`src/rtl/bcd_serial_subtractor_if.sv`:
```
// Start/done handshake and operand/result bus for the digit-serial BCD subtractor.
// The master drives the request; the slave (the subtractor) returns status and result.
interface bcd_serial_subtractor_if #(parameter int DIGITS = 4);
  logic                  start;
  logic [4*DIGITS-1:0]   A;
  logic [4*DIGITS-1:0]   B;
  logic                  Bin;
  logic                  busy;
  logic                  done;
  logic [4*DIGITS-1:0]   D;
  logic                  Bout;
  logic                  invalid;

  modport master (
    output start, A, B, Bin,
    input  busy, done, D, Bout, invalid
  );

  modport slave (
    input  start, A, B, Bin,
    output busy, done, D, Bout, invalid
  );
endinterface

```
`src/rtl/bcd_serial_subtractor.sv`:
```
// Digit-serial BCD subtractor: D = A - B - Bin, one digit per clock, LSD first,
// with a rippled borrow. Out-of-range operand digits abort with invalid=1.
module bcd_serial_subtractor #(
  parameter int DIGITS = 4
) (
  input  logic                    clk,
  input  logic                    rst_n,
  bcd_serial_subtractor_if.slave  bus
);

  localparam int W    = 4 * DIGITS;
  localparam int IDXW = (DIGITS > 1) ? $clog2(DIGITS) : 1;

  typedef enum logic [1:0] {
    IDLE = 2'd0,
    RUN  = 2'd1,
    DONE = 2'd2
  } state_t;

  state_t            state_q, state_d;
  logic [W-1:0]      a_q, a_d;
  logic [W-1:0]      b_q, b_d;
  logic              borrow_q, borrow_d;
  logic [IDXW-1:0]   idx_q, idx_d;
  logic [W-1:0]      diff_q, diff_d;
  logic              bout_q, bout_d;
  logic              invalid_q, invalid_d;
  logic              busy_q, busy_d;
  logic              done_q, done_d;

  logic [DIGITS-1:0] digit_bad;
  logic [3:0]        a_cur, b_cur, d_cur;
  logic signed [4:0] t;
  logic              borrow_cur;

  // Validity is judged on the latched operands, so the check lands in the first RUN cycle.
  genvar gi;
  generate
    for (gi = 0; gi < DIGITS; gi++) begin : g_chk
      assign digit_bad[gi] = (a_q[4*gi +: 4] > 4'd9) || (b_q[4*gi +: 4] > 4'd9);
    end
  endgenerate

  always_comb begin
    a_cur      = a_q[4*idx_q +: 4];
    b_cur      = b_q[4*idx_q +: 4];
    t          = $signed({1'b0, a_cur}) - $signed({1'b0, b_cur}) - $signed({4'b0000, borrow_q});
    borrow_cur = (t < 5'sd0);
    d_cur      = borrow_cur ? 4'(t + 5'sd10) : t[3:0];
  end

  always_comb begin
    state_d   = state_q;
    a_d       = a_q;
    b_d       = b_q;
    borrow_d  = borrow_q;
    idx_d     = idx_q;
    diff_d    = diff_q;
    bout_d    = bout_q;
    invalid_d = invalid_q;
    done_d    = 1'b0;

    case (state_q)
      IDLE: begin
        if (bus.start) begin
          a_d       = bus.A;
          b_d       = bus.B;
          borrow_d  = bus.Bin;
          diff_d    = '0;
          bout_d    = 1'b0;
          invalid_d = 1'b0;
          idx_d     = '0;
          state_d   = RUN;
        end
      end
      RUN: begin
        if (|digit_bad) begin
          invalid_d = 1'b1;
          diff_d    = '0;
          bout_d    = 1'b0;
          done_d    = 1'b1;
          state_d   = DONE;
        end else begin
          diff_d[4*idx_q +: 4] = d_cur;
          borrow_d             = borrow_cur;
          idx_d                = idx_q + IDXW'(1);
          if (idx_q == IDXW'(DIGITS - 1)) begin
            bout_d  = borrow_cur;
            done_d  = 1'b1;
            state_d = DONE;
          end
        end
      end
      DONE: begin
        state_d = IDLE;
      end
      default: begin
        state_d = IDLE;
      end
    endcase

    busy_d = (state_d != IDLE);
  end

  always_ff @(posedge clk) begin
    if (!rst_n) begin
      state_q   <= IDLE;
      a_q       <= '0;
      b_q       <= '0;
      borrow_q  <= 1'b0;
      idx_q     <= '0;
      diff_q    <= '0;
      bout_q    <= 1'b0;
      invalid_q <= 1'b0;
      busy_q    <= 1'b0;
      done_q    <= 1'b0;
    end else begin
      state_q   <= state_d;
      a_q       <= a_d;
      b_q       <= b_d;
      borrow_q  <= borrow_d;
      idx_q     <= idx_d;
      diff_q    <= diff_d;
      bout_q    <= bout_d;
      invalid_q <= invalid_d;
      busy_q    <= busy_d;
      done_q    <= done_d;
    end
  end

  assign bus.busy    = busy_q;
  assign bus.done    = done_q;
  assign bus.D       = diff_q;
  assign bus.Bout    = bout_q;
  assign bus.invalid = invalid_q;

endmodule
```
`src/flat_wrapper.sv`:
```
// flat-port wrapper written by rule: the top's interface ports become plain ports
module bcd_serial_subtractor_flat 
#(
  parameter int DIGITS = 4
)
  (clk, rst_n, bus_start, bus_A, bus_B, bus_Bin, bus_busy, bus_done, bus_D, bus_Bout, bus_invalid);
  bcd_serial_subtractor_if #(.DIGITS(DIGITS)) bus_i ();
  input  logic clk;
  input  logic rst_n;
  input wire logic [$bits(bus_i.start)-1:0] bus_start;
  input wire logic [$bits(bus_i.A)-1:0] bus_A;
  input wire logic [$bits(bus_i.B)-1:0] bus_B;
  input wire logic [$bits(bus_i.Bin)-1:0] bus_Bin;
  output wire logic [$bits(bus_i.busy)-1:0] bus_busy;
  output wire logic [$bits(bus_i.done)-1:0] bus_done;
  output wire logic [$bits(bus_i.D)-1:0] bus_D;
  output wire logic [$bits(bus_i.Bout)-1:0] bus_Bout;
  output wire logic [$bits(bus_i.invalid)-1:0] bus_invalid;
  assign bus_i.start = bus_start;
  assign bus_i.A = bus_A;
  assign bus_i.B = bus_B;
  assign bus_i.Bin = bus_Bin;
  assign bus_busy = bus_i.busy;
  assign bus_done = bus_i.done;
  assign bus_D = bus_i.D;
  assign bus_Bout = bus_i.Bout;
  assign bus_invalid = bus_i.invalid;
  bcd_serial_subtractor #(.DIGITS(DIGITS)) u_core (.clk(clk), .rst_n(rst_n), .bus(bus_i));
endmodule
```
`config.mk`:
```
export PLATFORM = sky130hd
export DESIGN_NAME = bcd_serial_subtractor_flat
export DESIGN_NICKNAME = d
export VERILOG_FILES = /design/src/rtl/bcd_serial_subtractor_if.sv /design/src/rtl/bcd_serial_subtractor.sv /design/src/flat_wrapper.sv
export SDC_FILE = /design/constraint.sdc
export NUM_CORES = 1
export LEC_CHECK = 0
export ABC_AREA = 1
export CORE_ASPECT_RATIO = 1.2
export CORE_UTILIZATION = 49
export CTS_BUF_LIST = sky130_fd_sc_hd__clkbuf_16
export CTS_CLUSTER_DIAMETER = 100
export DETAILED_ROUTE_END_ITERATION = 8
export GPL_TIMING_DRIVEN = 0
export PLACE_DENSITY = 0.77
export REMOVE_ABC_BUFFERS = 1
export SLEW_MARGIN = 5
export SYNTH_ARGS = -nofsm -noshare
export SYNTH_HDL_FRONTEND = slang
export SYNTH_SLANG_ARGS = --single-unit
```
`constraint.sdc`:
```
create_clock -name clk -period 4.65 [get_ports clk]
set_clock_uncertainty 0.2 [all_clocks]
set_input_delay 0.465 -clock clk [delete_from_list [all_inputs] [get_ports clk]]
set_output_delay 0.465 -clock clk [all_outputs]
set_load 0.01 [all_outputs]
```
==> results of run 1 <==
[cells in the final DEF (no fill, tap or decap), types with 2 or more instances in the layout]
master                            count
sky130_fd_sc_hd__a21oi_1             38
sky130_fd_sc_hd__clkbuf_16            9
sky130_fd_sc_hd__clkdlybuf4s50_1     55
sky130_fd_sc_hd__clkinv_1             3
sky130_fd_sc_hd__clkinv_2             5
sky130_fd_sc_hd__dfxtp_1             57
sky130_fd_sc_hd__fa_1                 2
sky130_fd_sc_hd__ha_1                11
sky130_fd_sc_hd__inv_1               31
sky130_fd_sc_hd__nand2_1             63
sky130_fd_sc_hd__nand3_1             12
sky130_fd_sc_hd__nand4_1              3
sky130_fd_sc_hd__nor2_1              64
sky130_fd_sc_hd__nor2_2               6
sky130_fd_sc_hd__nor3_4               3
sky130_fd_sc_hd__o21ai_0             50
sky130_fd_sc_hd__o21ai_1              5
sky130_fd_sc_hd__o21ai_2              4
[layer usage]
| metal | part of all wire | wire length (microns) | track usage | up-vias |
|---|---|---|---|---|
| li1 | - | - | - | 1338 |
| met3 | 0.028 | 163 | 0.0492 | 2 |
| met4 | 0.0070 | 40 | 0.0945 | 0 |
| met2 | 0.52 | 2970 | 0.374 | 45 |
| met5 | 0 | 0 | 0 | - |
| met1 | 0.45 | 2550 | 0.229 | 1157 |
[worst max path at each step]
stage,depth (start not counted),slack (ns),from,to
floorplan,16,1.46,u_core.idx_q[0]$_SDFFE_PN0P_,u_core.bus.D[15]$_SDFFE_PN0P_
global placement,18,0.96,u_core.idx_q[0]$_SDFFE_PN0P_,u_core.bus.D[6]$_SDFFE_PN0P_
detailed placement,18,0.87,u_core.idx_q[0]$_SDFFE_PN0P_,u_core.bus.D[14]$_SDFFE_PN0P_
CTS,18,0.80,u_core.idx_q[0]$_SDFFE_PN0P_,u_core.bus.D[14]$_SDFFE_PN0P_
global route,15,0.44,u_core.idx_q[0]$_SDFFE_PN0P_,u_core.bus.D[13]$_SDFFE_PN0P_
finish,18,0.78,u_core.idx_q[0]$_SDFFE_PN0P_,u_core.bus.D[14]$_SDFFE_PN0P_
[critical path, delay by kind of cell (launching register included)]
family | cells | cell delay (ns)
flops | 1 | 0.98
fa+ha+maj | 2 | 0.86
simple gates | 10 | 0.83
compound gates | 3 | 0.49
buf+inv | 3 | 0.43
[power by group through the flow]
stage / clock network [mW] / logic (mW) / registers (mW)
2_1_floorplan: 0 / 0.399 / 0.575
3_3_place_gp: 0 / 0.524 / 0.580
3_5_place_dp: 0 / 0.544 / 0.582
4_1_cts: 0.564 / 0.551 / 0.573
5_1_grt: 0.584 / 0.627 / 0.580
6_report: 0.546 / 0.549 / 0.574
[metrics by stage]
stage / utilization / instances / hold slack, ns
3_3_place_gp: 0.619 / 480 / 0.247
6_report: 0.667 / 496 / 0.255
3_5_place_dp: 0.619 / 480 / 0.251
2_1_floorplan: - / 363 / 0.238
5_1_grt: 0.667 / 496 / 0.280
4_1_cts: 0.667 / 496 / 0.257
[cells by family after synthesis]
family	after synthesis	share of synthesized area
xor+xnor	1	0.00317
simple gates	157	0.254
fa+ha+maj	13	0.0642
buf+inv	49	0.0723
flops	57	0.412
compound gates	102	0.194
[registers in the layout, summed over array words and instances (netlist names)]
register and flops:
u_core.state_q 2, u_core.borrow_q 1, u_core.idx_q 2, u_core.bus.busy 1, u_core.bus.D 16, u_core.bus.done 1, u_core.bus.Bout 1, u_core.bus.invalid 1
u_core.b_q 16, u_core.a_q 16
[area by class of cell]
| cell class | count | area (sq um) |
|---|---|---|
| clock inverters | 7 | 30.0 |
| repair buffers | 55 | 551 |
| flip-flops and latches | 57 | 1140 |
| multi-input cells | 273 | 1430 |
| inverters | 33 | 129 |
| well taps | 62 | 77.6 |
| clock buffers | 9 | 225 |
| fillers | 489 | 1790 |
==> Implementation_results.wiki, run 1 <==
{| class="wikitable"
! Metric !! Value
|-
| Leakage power figure || between 1 and 1.5 nW
|-
| Most prevalent standard cell on the critical path || sky130_fd_sc_hd__nand2_1
|-
| Core area || 0.00537 sq mm
|-
| Count of routing violations after the opening detailed-route iteration || between 100 and 150
|-
| Drt first pass iters || 6
|-
| Final Net Count || roughly 480
|-
| Worst-path clk slew || ~0.050 ns
|-
| Mapped Cells || between 300 and 400
|-
| Tightest Pin Transition || between 1 and 1.5 ns
|-
| Detailed Place HPWL || roughly 4 mm
|-
| Number of antenna violations at the first check in global routing || 0
|-
| Count of distinct cell types in the synthesized netlist || 34
|-
| Total cell area at the placement stage || 0.00332 sq mm
|-
| CTS HTree Levels || 3
|-
| Total setup violations reported at the end of the flow || 0
|-
| Period Utilization, post-route || 0.833
|-
| End point of the most critical hold path || u_core.bus.D[14]$_SDFFE_PN0P_
|-
| Highest clock rate || 258 MHz
|-
| Capturing point of the worst reg2reg path || u_core.bus.D[14]$_SDFFE_PN0P_
|-
| Net switching power of the design || 582 uW
|-
| Die area || slightly below 0.006 sq mm
|-
| Fraction of final layout cells sized beyond drive strength 1 || 0.0737
|-
| Min-delay worst type || reg -> reg
|-
| All-Layer GR Usage || 0.207
|-
| RSZ-0062 raised after global routing || false
|-
| Clock root buffer || sky130_fd_sc_hd__clkbuf_16
|-
| Number of cells on the worst hold path || 2
|-
| Vias per cell || a little over 5
|-
| TritonCTS clock tree || done
|-
| Number of ports placed on the die boundary || 56
|-
| Switching share of power || 0.349
|-
| Startpoint Class || register
|-
| Slowest cell delay on critical path || 0.98 ns
|-
| Launch instance of the worst min-delay path || u_core.bus.D[14]$_SDFFE_PN0P_
|-
| WL final || between 5 and 6 mm
|-
| Area of all placed cells without fillers || approximately 0.0036 sq mm
|-
| Routed wirelength normalized by instance count || approximately 12 microns
|-
| Outcome || complete, but fails checks
|-
| Post-CTS setup buffer count || 0
|-
| Sequential Power Share || 0.344
|-
| Total Negative Setup Slacks || 0 ns
|-
| Cell Chain, Critical Path || inv_4, o21ai_0, o22ai_1, fa_1, fa_1, inv_1, nand2_1, nand2_1, nand2_1, nand2_1, nand2_1, inv_1, nand2_1, nand2_1, nand2_1, nor2_1, nand2_1, a21oi_1
|-
| VDD IR max || approximately 0.25 mV
|-
| Number of enable flip-flop cells after synthesis || 0
|-
| Worst R2R Setup Slack || between 0.7 and 0.8 ns
|-
| Data required time at the worst endpoint || about 4.7 ns
|-
| Maximum number of pins on one net before global-route repair || between 40 and 50
|-
| Part of the total power dissipated in combinational logic || 0.329
|-
| Total clock buffers created by CTS || 9
|-
| Violated checks || design-rule violations
|-
| DRC Markers || 8
|-
| CP max FO || 29
|-
| Hold bufs inserted after CTS || 0
|-
| Source-to-sink clock delay at the later pin of the worst-skew pair || ~0.31 ns
|-
| Post-route minimum period || 3.87 ns
|-
| Via count of the first global-routing pass || 2334
|-
| Setup slack after placement || slightly below 0.9 ns
|-
| Primary flip-flop cell chosen by synthesis mapping || sky130_fd_sc_hd__dfxtp_1
|-
| Final weighted congestion in routability-driven placement || ~0.83
|-
| Mapped Avg Cell Area || approximately 7.3 sq um
|-
| First-pass GRT wire length || approximately 10 mm
|-
| Data arrival time at the worst-slack endpoint || approximately 3.9 ns
|-
| Cell with the most instances after synthesis || sky130_fd_sc_hd__nor2_1
|-
| Number of max-slew violations in the final report || 0
|-
| Int Power || between 1 and 1.5 mW
|-
| Die Span Y || approximately 84 microns
|-
| Crit. End Element || register
|-
| Synth warnings || 0
|-
| Number of sinks handled by clock tree synthesis || 57
|-
| Synth Cell Area || between 0.002 and 0.003 sq mm
|-
| Area added between synthesis and finish || 29.3%
|-
| Number of placement rows || 29
|-
| Total number of vias || 2542
|-
| Global route total overflow || 0
|-
| Number of storage elements in the synthesis netlist || 57
|-
| Cells resized by post-CTS repair || 0
|-
| Slack of the critical path || between 0.7 and 0.8 ns
|-
| Part of the Yosys area used for sequential elements || 0.412
|-
| Largest cells by area after synthesis || sky130_fd_sc_hd__dfxtp_1, sky130_fd_sc_hd__o21ai_0, sky130_fd_sc_hd__nor2_1
|-
| Crit Path Category || reg -> reg
|-
| Share of flip-flops with an asynchronous set or reset || 0
|-
| Relative contribution of the clock network to total power || 0.327
|-
| Maximum buffer depth of the clock tree || 2
|-
| Buffers on Ports || 55
|-
| Tightest slew margin relative to the limit || 0.308
|-
| PnR Total Power || 1.67 mW
|-
| Die width || roughly 71 microns
|-
| Initial Util || 0.515
|-
| Total inserted antenna cells || 0
|-
| Fraction of post-synthesis cell area in the top cell type by area || 0.412
|-
| Number of cells on the worst reg-to-reg path || 18
|-
| Cell Pwr Density || approximately 470 mW/mm^2
|-
| FF-to-FF Start || u_core.idx_q[0]$_SDFFE_PN0P_
|-
| # Max-Cap Violations || 0
|-
| Top post-synthesis cells by count || sky130_fd_sc_hd__nor2_1, sky130_fd_sc_hd__nand2_1, sky130_fd_sc_hd__dfxtp_1
|-
| Final number of hold-violating endpoints || 0
|-
| Dominant cell type by area after synthesis || sky130_fd_sc_hd__dfxtp_1
|-
| Slowest-stage cell, CP || sky130_fd_sc_hd__dfxtp_1
|-
| Antenna viol nets, final || 0
|}
(Power assumes the default switching activity.)
==> run 2, diff against run 1 <==
Clock period 4.65 ns to 3.8 ns, I/O delays scaled along.
==> run 2 against run 1 <==
The flow still finishes with violations (design-rule violations). Cell count up 0.20%. Sequential power up 22%. Utilization up 0.23 points. Clock power up 23%. Non-clock buffer count up 1. Register-to-register slack worse by 0.45 ns. Sequential share of layout area down 0.076 points. Power up 23%. Die area unchanged. Largest cell class unchanged. Largest power group unchanged. Highest routed layer unchanged.
==> Implementation_results.wiki, run 2 (same netlist as run 1, synthesis figures left out) <==
{| class="wikitable"
! Metric !! Value
|-
| Outcome || complete, but fails checks
|-
| Violated checks || design-rule violations
|-
| Antenna viol nets, final || 0
|-
| All-Layer GR Usage || 0.207
|-
| Hold WS || about 0.26 ns
|-
| Number of placement rows || 29
|-
| TritonCTS clock tree || done
|-
| Vias per cell || between 5 and 6
|-
| Die area || ~0.0060 sq mm
|-
| Period Utilization, post-route || 0.915
|-
| Routed wirelength normalized by instance count || approximately 11 microns
|-
| Tightest slew margin relative to the limit || 0.304
|-
| Buffers on Ports || 55
|-
| Slowest cell delay on critical path || 0.67 ns
|-
| Fill count || roughly 490
|-
| Startpoint Class || register
|-
| Number of sinks handled by clock tree synthesis || 57
|-
| Clock root buffer || sky130_fd_sc_hd__clkbuf_16
|-
| Initial Util || 0.515
|-
| WL final || 5.71 mm
|-
| Maximum number of pins on one net before global-route repair || 46
|-
| Leakage power figure || 1.47 nW
|-
| Core area || around 0.0054 sq mm
|-
| VDD IR max || 0.312 mV
|-
| Fraction of final layout cells sized beyond drive strength 1 || 0.0805
|-
| Number of max-slew violations in the final report || 0
|-
| Data required time at the worst endpoint || between 3 and 4 ns
|-
| Total number of vias || between 2k and 3k
|-
| Tightest Pin Transition || 1.04 ns
|-
| Die Span Y || between 80 and 90 microns
|-
| Source-to-sink clock delay at the later pin of the worst-skew pair || between 0.3 and 0.4 ns
|-
| Drt first pass iters || 6
|-
| # Max-Cap Violations || 0
|-
| Min-delay worst type || reg -> reg
|-
| Final number of hold-violating endpoints || 0
|-
| RSZ-0062 raised after global routing || false
|-
| Slowest-stage cell, CP || sky130_fd_sc_hd__dfxtp_2
|-
| Final weighted congestion in routability-driven placement || between 0.8 and 0.9
|-
| CTS HTree Levels || 3
|-
| PnR Total Power || a little over 2 mW
|-
| DRC Markers || 8
|-
| Total inserted antenna cells || 0
|-
| Top cell family by delay on the critical path || adder cells
|-
| Global route total overflow || 0
|-
| Count of routing violations after the opening detailed-route iteration || 140
|-
| Area added between synthesis and finish || 29.8%
|-
| Highest clock rate || about 290 MHz
|-
| Wire length on met2 || a little under 3 mm
|-
| Via count of the first global-routing pass || 2334
|-
| Cell Chain, Critical Path || inv_4, o21ai_0, o22ai_1, fa_1, fa_1, inv_1, nand2_1, nand2_1, nand2_1, nand2_1, nand2_1, inv_1, nand2_1, nand2_1, nand2_1, nor2_1, nand2_1, a21oi_1
|-
| Leading cell type in the layout, fill and taps excluded || sky130_fd_sc_hd__nor2_1
|-
| Post-route minimum period || about 3.5 ns
|-
| Worst-path clk slew || roughly 0.05 ns
|-
| Total Negative Setup Slacks || 0 ns
|-
| Cell Pwr Density || around 570 mW/mm^2
|-
| Most prevalent standard cell on the critical path || sky130_fd_sc_hd__nand2_1
|-
| Number of antenna violations at the first check in global routing || 0
|-
| Total setup violations reported at the end of the flow || 0
|-
| Data arrival time at the worst-slack endpoint || about 3.5 ns
|-
| Die width || approximately 71 microns
|-
| Core Util, Final || 0.669
|-
| First-pass GRT wire length || 9.76 mm
|-
| Crit. End Element || register
|-
| Most frequent cells in the layout || sky130_fd_sc_hd__nor2_1, sky130_fd_sc_hd__nand2_1, sky130_fd_sc_hd__dfxtp_1, sky130_fd_sc_hd__clkdlybuf4s50_1, sky130_fd_sc_hd__o21ai_0
|-
| Final Net Count || approximately 480
|-
| Detail Route met3 WL || roughly 210 microns
|-
| Detailed Place HPWL || slightly above 4 mm
|-
| Number of ports placed on the die boundary || 56
|-
| Length of routed wiring on met1 || about 2.5 mm
|-
| CP max FO || 29
|-
| Top sig layer || met4
|-
| Maximum buffer depth of the clock tree || 2
|-
| Buffers plus inverters on the worst setup path || 3
|-
| Total clock buffers created by CTS || 9
|-
| Crit Path Category || reg -> reg
|}
[run 2: changes by cell type in the layout (fill, tap and decap cells not counted)]
| cell | previous run | this run |
|---|---|---|
| sky130_fd_sc_hd__dfxtp_1 | 57 | 56 |
| sky130_fd_sc_hd__inv_1 | 31 | 30 |
| sky130_fd_sc_hd__dfxtp_2 | 0 | 1 |
| sky130_fd_sc_hd__buf_4 | 0 | 1 |
| sky130_fd_sc_hd__clkinvlp_4 | 0 | 1 |
[run 2: worst min-delay path, cell delays in order, from the launching register on]
cell and delay (ns):
sky130_fd_sc_hd__dfxtp_1 0.30, sky130_fd_sc_hd__nand2_1 0.06, sky130_fd_sc_hd__a21oi_1 0.05
[run 2: area by class of cell]
type / count / area [sq um] / share of cell area
Multi-Input combinational cell: 273 / 1430 / 0.397
Tap cell: 62 / 77.6 / 0.0216
Sequential cell: 57 / 1140 / 0.318
Inverter: 33 / 133 / 0.0369
Clock buffer: 9 / 225 / 0.0627
Timing Repair Buffer: 56 / 558 / 0.155
Clock inverter: 7 / 30.0 / 0.00836
[run 2: worst paths after layout]
kind / end / startpoint / cells past startpoint / slack (ns)
max: u_core.bus.D[14]$_SDFFE_PN0P_ / u_core.idx_q[0]$_SDFFE_PN0P_ / 18 / 0.32
min: u_core.bus.D[14]$_SDFFE_PN0P_ / u_core.bus.D[14]$_SDFFE_PN0P_ / 2 / 0.26
max reg2reg: u_core.bus.D[14]$_SDFFE_PN0P_ / u_core.idx_q[0]$_SDFFE_PN0P_ / 18 / 0.32
min reg2reg: u_core.bus.D[14]$_SDFFE_PN0P_ / u_core.bus.D[14]$_SDFFE_PN0P_ / 2 / 0.26
[run 2: what timing repair did]
item | 4_1_cts | 5_1_grt
endpoints found under the setup margin | 4 | 4
gates resized for setup | 1 | 1
setup buffers | 0 | 1
hold buffers | 0 | 0
hold endpoints to repair | 0 | 0
[run 2: power by group]
| group | internal (mW) | total [mW] | switching [mW] |
|---|---|---|---|
| Combinational | 0.253 | 0.674 | 0.421 |
| Clock | 0.425 | 0.670 | 0.245 |
| Sequential | 0.654 | 0.703 | 0.0489 |
| Total | 1.33 | 2.05 | 0.714 |
[run 2: metal layers]
layer,up-vias,track usage
li1,1343,-
met3,6,0.0492
met1,1147,0.229
met5,-,0
met4,0,0.0945
met2,50,0.374
[run 2: through the flow]
stage	instance area [sq um]	std cells	setup slack, ns
2_1_floorplan	2700	363	0.613
3_3_place_gp	3320	480	0.112
3_5_place_dp	3320	480	0.0199
4_1_cts	3580	496	0.244
5_1_grt	3590	497	0.00467
6_report	3590	497	0.324
